[src/rtl/vit_conv_dma_dat_gen.sv]
// ViT conv input-feature DMA read-command generator: bursts -> lines -> channel groups, one MCIF request per burst.
// Latency: vld one cycle after start; backpressure holds pd stable. Optional stall counter: VIT_DMA_DAT_STALL_CNT_EN.
module vit_conv_dma_dat_gen #(
    parameter int LOG2_BURST = 4,
    parameter int ADDR_W     = 32,
    parameter int BEAT_BYTES = 32,
    parameter int LINE_W     = 12,
    parameter int H_W        = 11,
    parameter int CH_W       = 8
) (
    input  logic                           clk,
    input  logic                           rst_n,
    input  logic                           start,
    input  logic [LINE_W-1:0]              line_beats_minus1,
    input  logic [H_W-1:0]                 hin_minus1,
    input  logic [CH_W-1:0]                ch_grp_minus1,
    input  logic [ADDR_W-1:0]              dat_base_addr,
    input  logic [ADDR_W-1:0]              line_stride,
    input  logic [ADDR_W-1:0]              surface_stride,
    output logic                           busy,
    output logic                           done,
    output logic                           rd_req_vld,
    input  logic                           rd_req_rdy,
    output logic [LOG2_BURST+2*ADDR_W-1:0] rd_req_pd
`ifdef VIT_DMA_DAT_STALL_CNT_EN
    ,
    output logic [31:0]                    stall_cnt
`endif
);

    localparam int KW = LINE_W - LOG2_BURST;
    localparam logic [ADDR_W-1:0] BURST_STEP = ADDR_W'((1 << LOG2_BURST) * BEAT_BYTES);

    logic              busy_q, busy_d;
    logic              done_q, done_d;
    logic [LINE_W-1:0] lbm1_q;
    logic [H_W-1:0]    hm1_q;
    logic [CH_W-1:0]   cm1_q;
    logic [ADDR_W-1:0] base_q, lstride_q, sstride_q;
    logic [KW-1:0]     k_q, k_d;
    logic [H_W-1:0]    h_q, h_d;
    logic [CH_W-1:0]   c_q, c_d;
    logic [ADDR_W-1:0] k_off_q, k_off_d, h_off_q, h_off_d, c_off_q, c_off_d;
    logic              last_k, last_h, last_c, start_acc;
    logic [LOG2_BURST-1:0] len;

    assign start_acc = ~busy_q & start;
    assign last_k    = (k_q == lbm1_q[LINE_W-1:LOG2_BURST]);
    assign last_h    = (h_q == hm1_q);
    assign last_c    = (c_q == cm1_q);
    // Only the last burst of a line can be short; a multiple of BL yields all-ones here too.
    assign len       = last_k ? lbm1_q[LOG2_BURST-1:0] : '1;

    always_comb begin
        busy_d  = busy_q;
        done_d  = 1'b0;
        k_d     = k_q;
        h_d     = h_q;
        c_d     = c_q;
        k_off_d = k_off_q;
        h_off_d = h_off_q;
        c_off_d = c_off_q;
        if (start_acc) begin
            busy_d  = 1'b1;
            k_d     = '0;
            h_d     = '0;
            c_d     = '0;
            k_off_d = '0;
            h_off_d = '0;
            c_off_d = '0;
        end else if (busy_q && rd_req_rdy) begin
            if (!last_k) begin
                k_d     = k_q + 1'b1;
                k_off_d = k_off_q + BURST_STEP;
            end else begin
                k_d     = '0;
                k_off_d = '0;
                if (!last_h) begin
                    h_d     = h_q + 1'b1;
                    h_off_d = h_off_q + lstride_q;
                end else begin
                    h_d     = '0;
                    h_off_d = '0;
                    if (!last_c) begin
                        c_d     = c_q + 1'b1;
                        c_off_d = c_off_q + sstride_q;
                    end else begin
                        c_d     = '0;
                        c_off_d = '0;
                        busy_d  = 1'b0;
                        done_d  = 1'b1;
                    end
                end
            end
        end
    end

    always_ff @(posedge clk or negedge rst_n) begin
        if (!rst_n) begin
            busy_q    <= 1'b0;
            done_q    <= 1'b0;
            lbm1_q    <= '0;
            hm1_q     <= '0;
            cm1_q     <= '0;
            base_q    <= '0;
            lstride_q <= '0;
            sstride_q <= '0;
            k_q       <= '0;
            h_q       <= '0;
            c_q       <= '0;
            k_off_q   <= '0;
            h_off_q   <= '0;
            c_off_q   <= '0;
        end else begin
            busy_q  <= busy_d;
            done_q  <= done_d;
            k_q     <= k_d;
            h_q     <= h_d;
            c_q     <= c_d;
            k_off_q <= k_off_d;
            h_off_q <= h_off_d;
            c_off_q <= c_off_d;
            if (start_acc) begin
                lbm1_q    <= line_beats_minus1;
                hm1_q     <= hin_minus1;
                cm1_q     <= ch_grp_minus1;
                base_q    <= dat_base_addr;
                lstride_q <= line_stride;
                sstride_q <= surface_stride;
            end
        end
    end

    assign busy       = busy_q;
    assign done       = done_q;
    assign rd_req_vld = busy_q;
    assign rd_req_pd  = {len, base_q, c_off_q + h_off_q + k_off_q};

`ifdef VIT_DMA_DAT_STALL_CNT_EN
    logic [31:0] stall_cnt_q;

    always_ff @(posedge clk or negedge rst_n) begin
        if (!rst_n) begin
            stall_cnt_q <= '0;
        end else if (start_acc) begin
            stall_cnt_q <= '0;
        end else if (busy_q && !rd_req_rdy && (stall_cnt_q != 32'hFFFF_FFFF)) begin
            stall_cnt_q <= stall_cnt_q + 32'd1;
        end
    end

    assign stall_cnt = stall_cnt_q;
`endif

endmodule

[config.mk]
export PLATFORM = sky130hd
export DESIGN_NAME = vit_conv_dma_dat_gen
export DESIGN_NICKNAME = d
export VERILOG_FILES = /design/src/rtl/vit_conv_dma_dat_gen.sv
export SDC_FILE = /design/constraint.sdc
export NUM_CORES = 1
export LEC_CHECK = 0
export BUFFER_PORTS_ARGS = -buffer_cell sky130_fd_sc_hd__buf_2
export CORE_MARGIN = 2
export CORE_UTILIZATION = 63
export DETAILED_ROUTE_END_ITERATION = 8
export MAX_ROUTING_LAYER = met4
export PLACE_DENSITY = 0.86
export SLEW_MARGIN = 0
export SYNTH_ARGS = -nofsm -noshare
export SYNTH_HDL_FRONTEND = slang
export SYNTH_SLANG_ARGS = --single-unit
[constraint.sdc]
create_clock -name clk -period 7.9 [get_ports clk]
set_input_delay 0.395 -clock clk [delete_from_list [all_inputs] [get_ports clk]]
set_output_delay 0.395 -clock clk [all_outputs]
set_load 0.01 [all_outputs]
[Word level (Yosys, flattened, before mapping)]
Cells that the tools add are included.
Storage, ports and cells
  bits in registers: 252
  bits of input ports: 131
  output and inout port bits: 71
  logic and storage cells: 70
Operators by class
  muxes and demuxes: 35
  add/sub/neg operators: 8
  bitwise logic cells: 2
  eq/ne operators: 3
  reduce and logical (&&, ||, !) cells: 8
Operators with widths (count)
  2-to-1 mux 32 bit: 12
  adder 32 bit: 4
  2-to-1 mux 8 bit: 8
  2-to-1 mux 11 bit: 4
  adder 32 x 10 -> 32 bit (second input constant): 1
  adder 8 x 1 -> 8 bit (second input constant): 2
  equality test 8 bit: 2
  adder 11 x 1 -> 11 bit (second input constant): 1
  equality test 11 bit: 1
  2-to-1 mux 1 bit: 10
  nonzero test 2 bit: 4
  2-to-1 mux 4 bit: 1
  AND reduction 4 bit: 1
  AND reduction 3 bit: 1
  AND reduction 2 bit: 1
  bitwise AND 1 bit: 1
  logical AND 1 bit: 1
  inverter 1 bit: 1

[Depth between registers and ports, before layout]
Gate-level depths: netlist of the first run.
  depth after elaboration: 6
  depth in mapped cells: 13
  depth with buffers taken out: 13

[Worst setup path after synthesis of the first run]
Ideal clock, no wire load.
  path kind: reg2out
  start: register h_off_q[1]
  end: output port rd_req_pd[31]
  path slack: 4360 ps
  stages on the path, launching flop included: 14
  data arrival time: 3145 ps
  path buffers: 0
  required time: 7505 ps
  cell sequence: dfrtp_1 ha_1 ha_1 fa_1 a21o_1 a21oi_1 o21ai_0 a211oi_1 a22oi_1 a41oi_1 a31o_2 o21ai_0 a21oi_1 xnor2_1
On the way
  longest elaborated chain between the ends: 2
RTL lines
  from (decl): line 43  | logic [ADDR_W-1:0] k_off_q, k_off_d, h_off_q, h_off_d, c_off_q, c_off_d;
  from (signal assigned): line 121  | h_off_q <= h_off_d;
  adder 32 bit (2 in series): line 137  | assign rd_req_pd = {len, base_q, c_off_q + h_off_q + k_off_q};
  to (decl): line 24  | output logic [LOG2_BURST+2*ADDR_W-1:0] rd_req_pd
No other way between the ends.

[Final worst setup path of the first run]
Same ends and word-level chain as after synthesis.

==> impl_metrics.env, run 1 <==
export IMPL_synth_top_area_cell="dfrtp_1"
export IMPL_wl_per_cell_um=17.09
export IMPL_crit_family="compound AO/OA/AOI/OAI gates"
export IMPL_io_pins=202
export IMPL_drc_errors=0
export IMPL_cp_required_ns=7.51
export IMPL_synthFlopType="dfrtp_1"
export IMPL_grt_max_degree=138
export IMPL_fin_crit_ns=4.896
export IMPL_synth_enable_flop_cells=0
export IMPL_final_hold_viol_count=3
export IMPL_syn_avg_cell_area_um2=8.755
export IMPL_vias_per_cell=5.859
export IMPL_gp_congestion=0.9286
export IMPL_placed_cell_area_um2=16260
export IMPL_r2r_end="c_off_q[31]"
export IMPL_cts_buffer_depth=3
export IMPL_worstPathArrival_ns=4.50
export IMPL_tightest_slew_ns=1.132
export IMPL_p_int_mw=2.699
export IMPL_postRouteAntennaNets=0
export IMPL_post_cts_buffers=0
export IMPL_netlist_area_leader_share=0.4040
export IMPL_clock_latency_ns=0.55
export IMPL_cts_resized=0
export IMPL_regArea_um2=6081
export IMPL_holdWs_ns=-0.009918
export IMPL_syn_area_um2=15050
export IMPL_crit_path_cell_trace="ha_1 > ha_1 > fa_1 > a21o_1 > a21oi_1 > o21ai_0 > a211oi_1 > a22oi_1 > a41oi_1 > a31o_2 > o21ai_0 > a21oi_1 > xnor2_1 > buf_2"
export IMPL_synth_area_leaders="dfrtp_1, nand2_1, ha_1"
export IMPL_io_buffers=201
export IMPL_hp_class="input port to asynchronous set/reset pin"
export IMPL_dp_hpwl_mm=27.51
export IMPL_antenna_found_initial=1
export IMPL_pwr_share_seq=0.374
export IMPL_synth_cell_types=78
export IMPL_yosysMostFrequentCell="nand2_1"
export IMPL_grt_pass1_vias=12860
export IMPL_cts_hold_buffers=0
export IMPL_cp_max_fo=3
export IMPL_ys_warnings_count=0
export IMPL_crit_path_start_kind="flip-flop"
export IMPL_drive_gt1_frac=0.1494
export IMPL_grt_pass1_wl_mm=62.42
export IMPL_slew_viol_final=0
export IMPL_initial_core_util=0.6412
export IMPL_h_tree_depth=1
export IMPL_outcome="finished, violations left"
export IMPL_crit_slowest_cell="dfrtp_1"
export IMPL_fin_area_um2=17160
export IMPL_path_clk_slew_ns=0.06
export IMPL_drtIter0Drc=1007
export IMPL_core_area_um2=23470
export IMPL_synth_nets=1980
export IMPL_num_vias=13090
export IMPL_cp_end_kind="output pin"
export IMPL_fin_skew_ns=0.01250
export IMPL_grt_total_usage=0.3192
export IMPL_rsz0062_at_grt="false"
export IMPL_violations="hold timing"
export IMPL_syn_instance_count=1719
export IMPL_cap_violations=0
export IMPL_ctsRootBufferMaster="clkbuf_16"
export IMPL_p_comb_frac=0.319
export IMPL_die_y_um=158.6
export IMPL_p_sw_mw=1.444
export IMPL_worstSetupPathType="flip-flop to output pin"
export IMPL_fmax_ghz=0.2043
export IMPL_multiInputGateArea_um2=8594
export IMPL_fillers=1773
export IMPL_synthTopCellsByCount="nand2_1, dfrtp_1, o21ai_0"
export IMPL_tns_ns=0
export IMPL_ys_ff_latch=243
export IMPL_clkPwrFrac=0.307
export IMPL_r2r_start="k_q[1]"
export IMPL_powerDensity_nw_per_um2=241.5
export IMPL_rrSetupSlack_ns=4.14
export IMPL_cts_sinks=243
export IMPL_dieArea_um2=25140
export IMPL_slowest_delay_ns=0.41
export IMPL_cts_tree="done"
export IMPL_max_vdd_ir_drop_v=0.0002052
export IMPL_fin_crit_sh=0.6197
export IMPL_totalPowerFinal_mw=4.143
export IMPL_setup_viol=0
export IMPL_die_w_um=158.6
export IMPL_path_buf_inv=1
export IMPL_nets=2156
export IMPL_grt_overflow=0
export IMPL_wirelength_mm=38.19
export IMPL_yosysSeqAreaShare=0.4040
export IMPL_worstRegToRegCells=8
export IMPL_area_growth_pct=14.01
export IMPL_p_leak_nw=9.061
export IMPL_slew_headroom=0.2456
export IMPL_row_count=56
export IMPL_synthArstFlopShare=1.000
export IMPL_dr_pass1_iters=6
export IMPL_numCtsBuffers=27
export IMPL_p_sw_frac=0.3486
[layout make-up]
| type | instances | area share |
|---|---|---|
| Antenna cell | 1 | 0.0001458 |
| Clock buffer | 40 | 0.04572 |
| Clock inverter | 8 | 0.006344 |
| Inverter | 32 | 0.007000 |
| Multi-Input combinational cell | 1383 | 0.5009 |
| Sequential cell | 243 | 0.3544 |
| Tap cell | 319 | 0.02326 |
| Timing Repair Buffer | 208 | 0.06227 |
[flip-flops by register name, summed over array words and instances (netlist names), 12 cells and up]
| name | flops |
|---|---|
| h_off_q | 32 |
| c_off_q | 32 |
| lbm1_q | 12 |
| base_q | 32 |
| sstride_q | 32 |
| lstride_q | 32 |
| k_off_q | 23 |
[per-layer routing]
layer,share of wire,GRT usage
met2,0.48,0.5242
met1,0.43,0.4021
met4,0.038,0.1227
met3,0.061,0.04709
met5,0,-
[power groups by stage]
stage	combinational [mW]	clock, mW	sequential, mW
2_1_floorplan	0.943	0	1.52
3_3_place_gp	1.26	0	1.56
3_5_place_dp	1.31	0	1.57
4_1_cts	1.32	1.29	1.55
5_1_grt	1.48	1.34	1.57
6_report	1.32	1.27	1.55
[cell families after synthesis]
group	share of synthesized area
AO/OA/AOI/OAI	0.1678
buffers and inverters	0.02594
multiplexers	0.002743
AND/OR/NAND/NOR	0.2092
adder cells (fa/ha/maj)	0.1205
XOR/XNOR	0.06983
flip-flops	0.4040
[worst max path at each step]
stage,slack [ns],depth (start not counted),start,end
global placement,3.65,14,h_off_q[1],rd_req_pd[31]
CTS,3.02,14,h_off_q[1],rd_req_pd[31]
finish,3.00,14,h_off_q[1],rd_req_pd[31]
floorplan,4.36,13,h_off_q[1],rd_req_pd[31]
global route,2.75,14,h_off_q[1],rd_req_pd[31]
detailed placement,3.62,14,h_off_q[1],rd_req_pd[31]
[layout by cell type (no fill, tap or decap), types with 25 or more instances in the layout]
cell type	count
nor2_1	79
nand3_1	28
fa_1	25
nand2_1	510
dfrtp_1	243
ha_1	105
a21oi_1	87
xnor2_1	76
buf_2	200
clkbuf_16	27
inv_1	32
o21ai_0	129
xor2_1	44
a21o_1	44
[through the flow]
stage,setup WS [ns],cells,hold slack [ns],utilization
2_1_floorplan,4.360,1719,0.09941,-
3_3_place_gp,3.653,2185,0.4504,0.6929
3_5_place_dp,3.620,2185,0.4559,0.6929
4_1_cts,3.022,2233,0.01538,0.7309
5_1_grt,2.751,2234,0.02570,0.7310
6_report,3.004,2234,-0.009918,0.7310
Power figures use the tool's default switching activity.
==> inputs of run 2 (changes only) <==
CORE_UTILIZATION = 59   (was 63)
PLACE_DENSITY = 0.81   (was 0.86)
clock period = 4.85 ns   (was 7.9 ns; I/O delays follow)
==> run 2 against run 1 <==
- first-iteration DRC count is 5.9% lower
- register-to-register slack worse by 3.0 ns
- critical path depth stayed put
- critical endpoint unchanged
- the flow now finishes without violations
- highest routed layer unchanged
- hold slack better by 0.20 ns
- cell area is 8.1% higher
==> impl_metrics.env, run 2 (same netlist as run 1, synthesis figures left out) <==
export IMPL_outcome="finished clean"
export IMPL_final_cell_mix="nand2_1, dfrtp_1, buf_2"
export IMPL_gp_congestion=0.9131
export IMPL_die_w_um=163.7
export IMPL_max_vdd_ir_drop_v=0.0002548
export IMPL_cp_required_ns=4.61
export IMPL_cap_violations=0
export IMPL_cts_tree="done"
export IMPL_fin_skew_ns=0.01242
export IMPL_initial_core_util=0.5994
export IMPL_drtIter0Drc=948
export IMPL_wirelength_mm=41.04
export IMPL_grt_pass1_wl_mm=67.54
export IMPL_slew_headroom=0.2350
export IMPL_hp_class="input port to flip-flop"
export IMPL_grt_pass1_vias=13770
export IMPL_placed_cell_area_um2=16300
export IMPL_min_delay_path_depth=4
export IMPL_fmax_ghz=0.2205
export IMPL_num_vias=13560
export IMPL_cp_max_fo=3
export IMPL_holdWs_ns=0.1875
export IMPL_final_hold_viol_count=0
export IMPL_cts_sinks=243
export IMPL_die_y_um=163.7
export IMPL_clkPwrFrac=0.311
export IMPL_p_int_mw=4.530
export IMPL_fin_crit_sh=0.9352
export IMPL_core_area_um2=25110
export IMPL_ctsRootBufferMaster="clkbuf_16"
export IMPL_setup_viol=0
export IMPL_postRouteAntennaNets=0
export IMPL_io_pins=202
export IMPL_slew_viol_final=0
export IMPL_path_clk_slew_ns=0.06
export IMPL_clock_latency_ns=0.55
export IMPL_antenna_found_initial=0
export IMPL_tightest_slew_ns=1.147
export IMPL_powerDensity_nw_per_um2=372.1
export IMPL_p_sw_frac=0.3437
export IMPL_worstSetupPathType="flip-flop to output pin"
export IMPL_diodes=0
export IMPL_worstRegToRegCells=9
export IMPL_tns_ns=0
export IMPL_p_leak_nw=9.639
export IMPL_grt_max_degree=141
export IMPL_dieArea_um2=26800
export IMPL_area_growth_pct=23.24
export IMPL_dr_pass1_iters=6
export IMPL_row_count=58
export IMPL_wl_per_cell_um=17.27
export IMPL_cts_buffer_depth=3
export IMPL_grt_total_usage=0.3210
export IMPL_drive_gt1_frac=0.1437
export IMPL_h_tree_depth=1
export IMPL_worstPathArrival_ns=4.29
export IMPL_rsz0062_at_grt="false"
export IMPL_grt_overflow=0
export IMPL_fin_area_um2=18550
export IMPL_io_buffers=201
export IMPL_p_sw_mw=2.372
export IMPL_utilization=0.7387
export IMPL_p_comb_frac=0.324
export IMPL_fin_crit_ns=4.536
export IMPL_crit_path_start_kind="flip-flop"
export IMPL_cp_end_kind="output pin"
export IMPL_final_common_cell="nand2_1"
export IMPL_pwr_share_seq=0.365
export IMPL_dp_hpwl_mm=27.22
export IMPL_vias_per_cell=5.706
export IMPL_numCtsBuffers=27
export IMPL_nets=2287
export IMPL_drc_errors=0
-- run 2: per-stage QoR --
stage          cells  worst slack, ns  power (mW)
2_1_floorplan   1719            1.463       4.011
3_3_place_gp    2198           0.5643       4.590
3_5_place_dp    2198           0.4606       4.665
4_1_cts         2376          0.02213       6.889
5_1_grt         2376           0.1235       7.318
6_report        2376           0.3144       6.901
-- run 2: critical path: stages (launching register included) --
cell      delay [ns]
dfrtp_1         0.41
ha_1            0.32
ha_1            0.24
fa_1            0.42
a21o_1          0.21
a21oi_2         0.22
o21ai_1         0.19
a211oi_2        0.30
a22oi_1         0.22
a41oi_2         0.35
a31o_2          0.26
o21ai_0         0.12
a21oi_1         0.20
xnor2_1         0.14
buf_2           0.15
-- run 2: cell type report --
class | instances | area, µm²
Fill cell | 1816 | 6561
Timing Repair Buffer | 339 | 2387
Inverter | 32 | 120.1
Clock buffer | 42 | 832.0
Multi-Input combinational cell | 1383 | 8611
Tap cell | 330 | 412.9
Sequential cell | 243 | 6081
Clock inverter | 7 | 103.9
-- run 2: final timing paths --
| path | startpoint | endpoint | slack (ns) |
|---|---|---|---|
| max reg2reg | k_q[4] | h_off_q[31] | 1.14 |
| max | h_off_q[1] | rd_req_pd[31] | 0.31 |
| min reg2reg | base_q[11] | base_q[11] | 0.47 |
| min in group asynchronous | rst_n | base_q[27] | 0.38 |
| max in group asynchronous | rst_n | lstride_q[19] | 3.29 |
| min | start | lstride_q[29] | 0.19 |
-- run 2: layer usage --
| layer | GRT usage | share of wire | vias up |
|---|---|---|---|
| met3 | 0.03889 | 0.053 | 111 |
| met2 | 0.5409 | 0.49 | 479 |
| li1 | - | - | 6505 |
| met4 | 0.1188 | 0.038 | 0 |
| met1 | 0.3999 | 0.41 | 6463 |
| met5 | - | 0 | - |
-- run 2: power by group through the flow --
stage / clock, mW / combinational, mW / sequential (mW)
6_report: 2.15 / 2.24 / 2.52
5_1_grt: 2.27 / 2.50 / 2.55
4_1_cts: 2.16 / 2.22 / 2.51
3_5_place_dp: 0 / 2.12 / 2.55
3_3_place_gp: 0 / 2.06 / 2.53
2_1_floorplan: 0 / 1.54 / 2.47
-- run 2: repair_timing --
action / CTS / global route
gates cloned: 0 / 0
endpoints found under the setup margin: 2 / 3
hold endpoints to repair: 267 / 0
pin swaps: 0 / 0
resized for setup: 1 / 3
buffers inserted: 0 / 0
hold buffers: 129 / 0
==> inputs of run 3 (changes only) <==
ABC_AREA = 1   (was default)
CORE_MARGIN = default   (was 2)
CORE_UTILIZATION = 60   (was 59)
PLACE_DENSITY = 0.82   (was 0.81)
==> run 3 against run 2 <==
- flip-flop and latch count unchanged
- critical path type unchanged
- final cell count increased by 34%
- setup slack improved by 0.56 ns
- sequential power increased by 35%
- synthesized cell count increased by 43%
- largest cell class unchanged
- synthesized area increased by 13%
- hold slack got worse by 0.14 ns
==> impl_metrics.env, run 3 <==
export IMPL_netlist_area_leader_share=0.3569
export IMPL_utilization=0.7409
export IMPL_grt_max_degree=106
export IMPL_wirelength_mm=57.98
export IMPL_p_int_mw=6.423
export IMPL_syn_area_um2=17040
export IMPL_antenna_found_initial=0
export IMPL_core_area_um2=27860
export IMPL_dr_pass1_iters=6
export IMPL_worstSetupPathType="flip-flop to output pin"
export IMPL_syn_instance_count=2458
export IMPL_max_vdd_ir_drop_v=0.0003771
export IMPL_cp_max_fo=5
export IMPL_crit_path_start_kind="flip-flop"
export IMPL_setup_viol=0
export IMPL_ys_ff_latch=243
export IMPL_cp_required_ns=4.61
export IMPL_drc_errors=0
export IMPL_dp_hpwl_mm=40.02
export IMPL_synth_enable_flop_cells=0
export IMPL_slew_headroom=0.3848
export IMPL_fin_crit_sh=0.8189
export IMPL_powerDensity_nw_per_um2=597.7
export IMPL_yosysSeqAreaShare=0.3569
export IMPL_grt_overflow=0
export IMPL_h_tree_depth=1
export IMPL_grt_pass1_vias=17570
export IMPL_cts_sinks=243
export IMPL_synthArstFlopShare=1.000
export IMPL_clkPwrFrac=0.191
export IMPL_pwr_share_seq=0.276
export IMPL_ctsRootBufferMaster="clkbuf_16"
export IMPL_ys_warnings_count=0
export IMPL_synth_cell_types=42
export IMPL_drive_gt1_frac=0.1069
export IMPL_cp_end_kind="output pin"
export IMPL_initial_core_util=0.6117
export IMPL_rsz0062_at_grt="false"
export IMPL_fillers=2070
export IMPL_fin_crit_ns=3.972
export IMPL_gp_congestion=0.9829
export IMPL_hp_class="input port to flip-flop"
export IMPL_fin_skew_ns=0.01457
export IMPL_postRouteAntennaNets=0
export IMPL_syn_avg_cell_area_um2=6.933
export IMPL_p_leak_nw=11.22
export IMPL_slew_viol_final=0
export IMPL_synthFlopType="dfrtp_1"
export IMPL_yosysMostFrequentCell="nand2_1"
export IMPL_io_pins=202
export IMPL_cts_buffer_depth=3
export IMPL_grt_pass1_wl_mm=90.32
export IMPL_io_buffers=201
export IMPL_synthTopCellsByCount="nand2_1, inv_1, dfrtp_1"
export IMPL_synth_area_leaders="dfrtp_1, nand2_1, ha_1"
export IMPL_area_growth_pct=21.13
export IMPL_p_sw_frac=0.4794
export IMPL_die_w_um=170.5
export IMPL_tns_ns=0
export IMPL_grt_total_usage=0.4139
export IMPL_outcome="finished clean"
export IMPL_final_cell_mix="nand2_1, inv_1, dfrtp_1"
export IMPL_dieArea_um2=29080
export IMPL_synth_top_area_cell="dfrtp_1"
export IMPL_num_vias=18020
export IMPL_drtIter0Drc=1679
export IMPL_clock_latency_ns=0.58
export IMPL_row_count=61
export IMPL_wl_per_cell_um=18.26
export IMPL_vias_per_cell=5.674
export IMPL_synth_nets=2719
export IMPL_cts_tree="done"
export IMPL_fmax_ghz=0.2518
export IMPL_totalPowerFinal_mw=12.34
export IMPL_nets=3035
export IMPL_final_common_cell="nand2_1"
export IMPL_p_sw_mw=5.914
export IMPL_numCtsBuffers=29
export IMPL_final_hold_viol_count=0
export IMPL_cap_violations=0
export IMPL_path_clk_slew_ns=0.06
export IMPL_tightest_slew_ns=0.9132
export IMPL_worstPathArrival_ns=3.73
export IMPL_p_comb_frac=0.533
export IMPL_die_y_um=170.5
==> run 3: cell count changes in the layout (fill, tap and decap cells not counted), sizes merged, moves of 32 or more <==
cell	change
a21o	-43
nand3	+83
inv	+220
xnor2	-42
nor2	+111
o21ai	-32
nand2	+552
==> run 3: final timing paths <==
check                                      to  slack (ns)              start  cells past startpoint
max in group asynchronous       lstride_q[20]        3.37              rst_n                      3
worst min-delay path               base_q[16]        0.05  dat_base_addr[16]                      3
min in group asynchronous            hm1_q[8]        0.25              rst_n                      2
worst max-delay path            rd_req_pd[30]        0.88        k_off_q[10]                     11
worst max register to register    c_off_q[30]        1.67               busy                      8
worst min register to register     base_q[27]        0.48         base_q[27]                      2
==> run 3: power by group through the flow <==
stage                     registers, mW  clock network (mW)  logic, mW
after detailed placement           3.36                   0       6.22
after floorplan                    3.16                   0       4.37
final                              3.41                2.35       6.58
after global routing               3.46                2.43       7.30
after global placement             3.33                   0       6.13
after CTS                          3.34                2.33       6.37
==> run 3: stage by stage <==
stage | setup slack, ns | hold WS [ns] | instances | cell area (µm²)
after global routing | 0.6814 | 0.04002 | 3175 | 20640
after detailed placement | 1.620 | 0.3358 | 2994 | 18350
after CTS | 1.005 | 0.04945 | 3175 | 20640
final | 0.8784 | 0.04713 | 3176 | 20640
after global placement | 1.624 | 0.3250 | 2994 | 18350
after floorplan | 2.357 | -0.05309 | 2458 | 17040
==> run 3: cell families after synthesis <==
logic type,Yosys count,synth area share
simple gates,1468,0.3502
buf+inv,300,0.06961
compound gates,243,0.07886
flops,243,0.3569
fa+ha+maj,130,0.1065
xor+xnor,74,0.03804
==> run 3: area by class of cell <==
cell class | instances | area, µm² | area share
inverters | 252 | 948.4 | 0.04595
flip-flops and latches | 243 | 6081 | 0.2946
multi-input cells | 1915 | 9778 | 0.4737
repair buffers | 333 | 2337 | 0.1132
clock inverters | 14 | 173.9 | 0.008426
diodes | 1 | 2.502 | 0.0001212
well taps | 378 | 473.0 | 0.02291
clock buffers | 40 | 847.1 | 0.04104
==> run 3: routing by layer <==
| metal | vias to the layer above | track usage | part of all wire |
|---|---|---|---|
| li1 | 8411 | - | - |
| met1 | 8381 | 0.5192 | 0.40 |
| met2 | 1001 | 0.6749 | 0.47 |
| met3 | 228 | 0.05667 | 0.082 |
| met4 | 0 | 0.1704 | 0.046 |
| met5 | - | - | 0 |
==> run 3: critical path: stages (launching register included) <==
cell     delay [ns]
dfrtp_1        0.45
fa_1           0.54
ha_1           0.43
nand2_1        0.14
nor2_1         0.19
nand2_1        0.07
o21ai_0        0.73
nand3_1        0.22
nand2_1        0.11
nand2_1        0.05
nand2_1        0.08
buf_2          0.14
==> run 3: what timing repair did <==
item / 4_1_cts / 5_1_grt
hold buffers: 127 / 0
resized for setup: 0 / 0
setup buffers: 0 / 0
hold endpoints to repair: 229 / 0
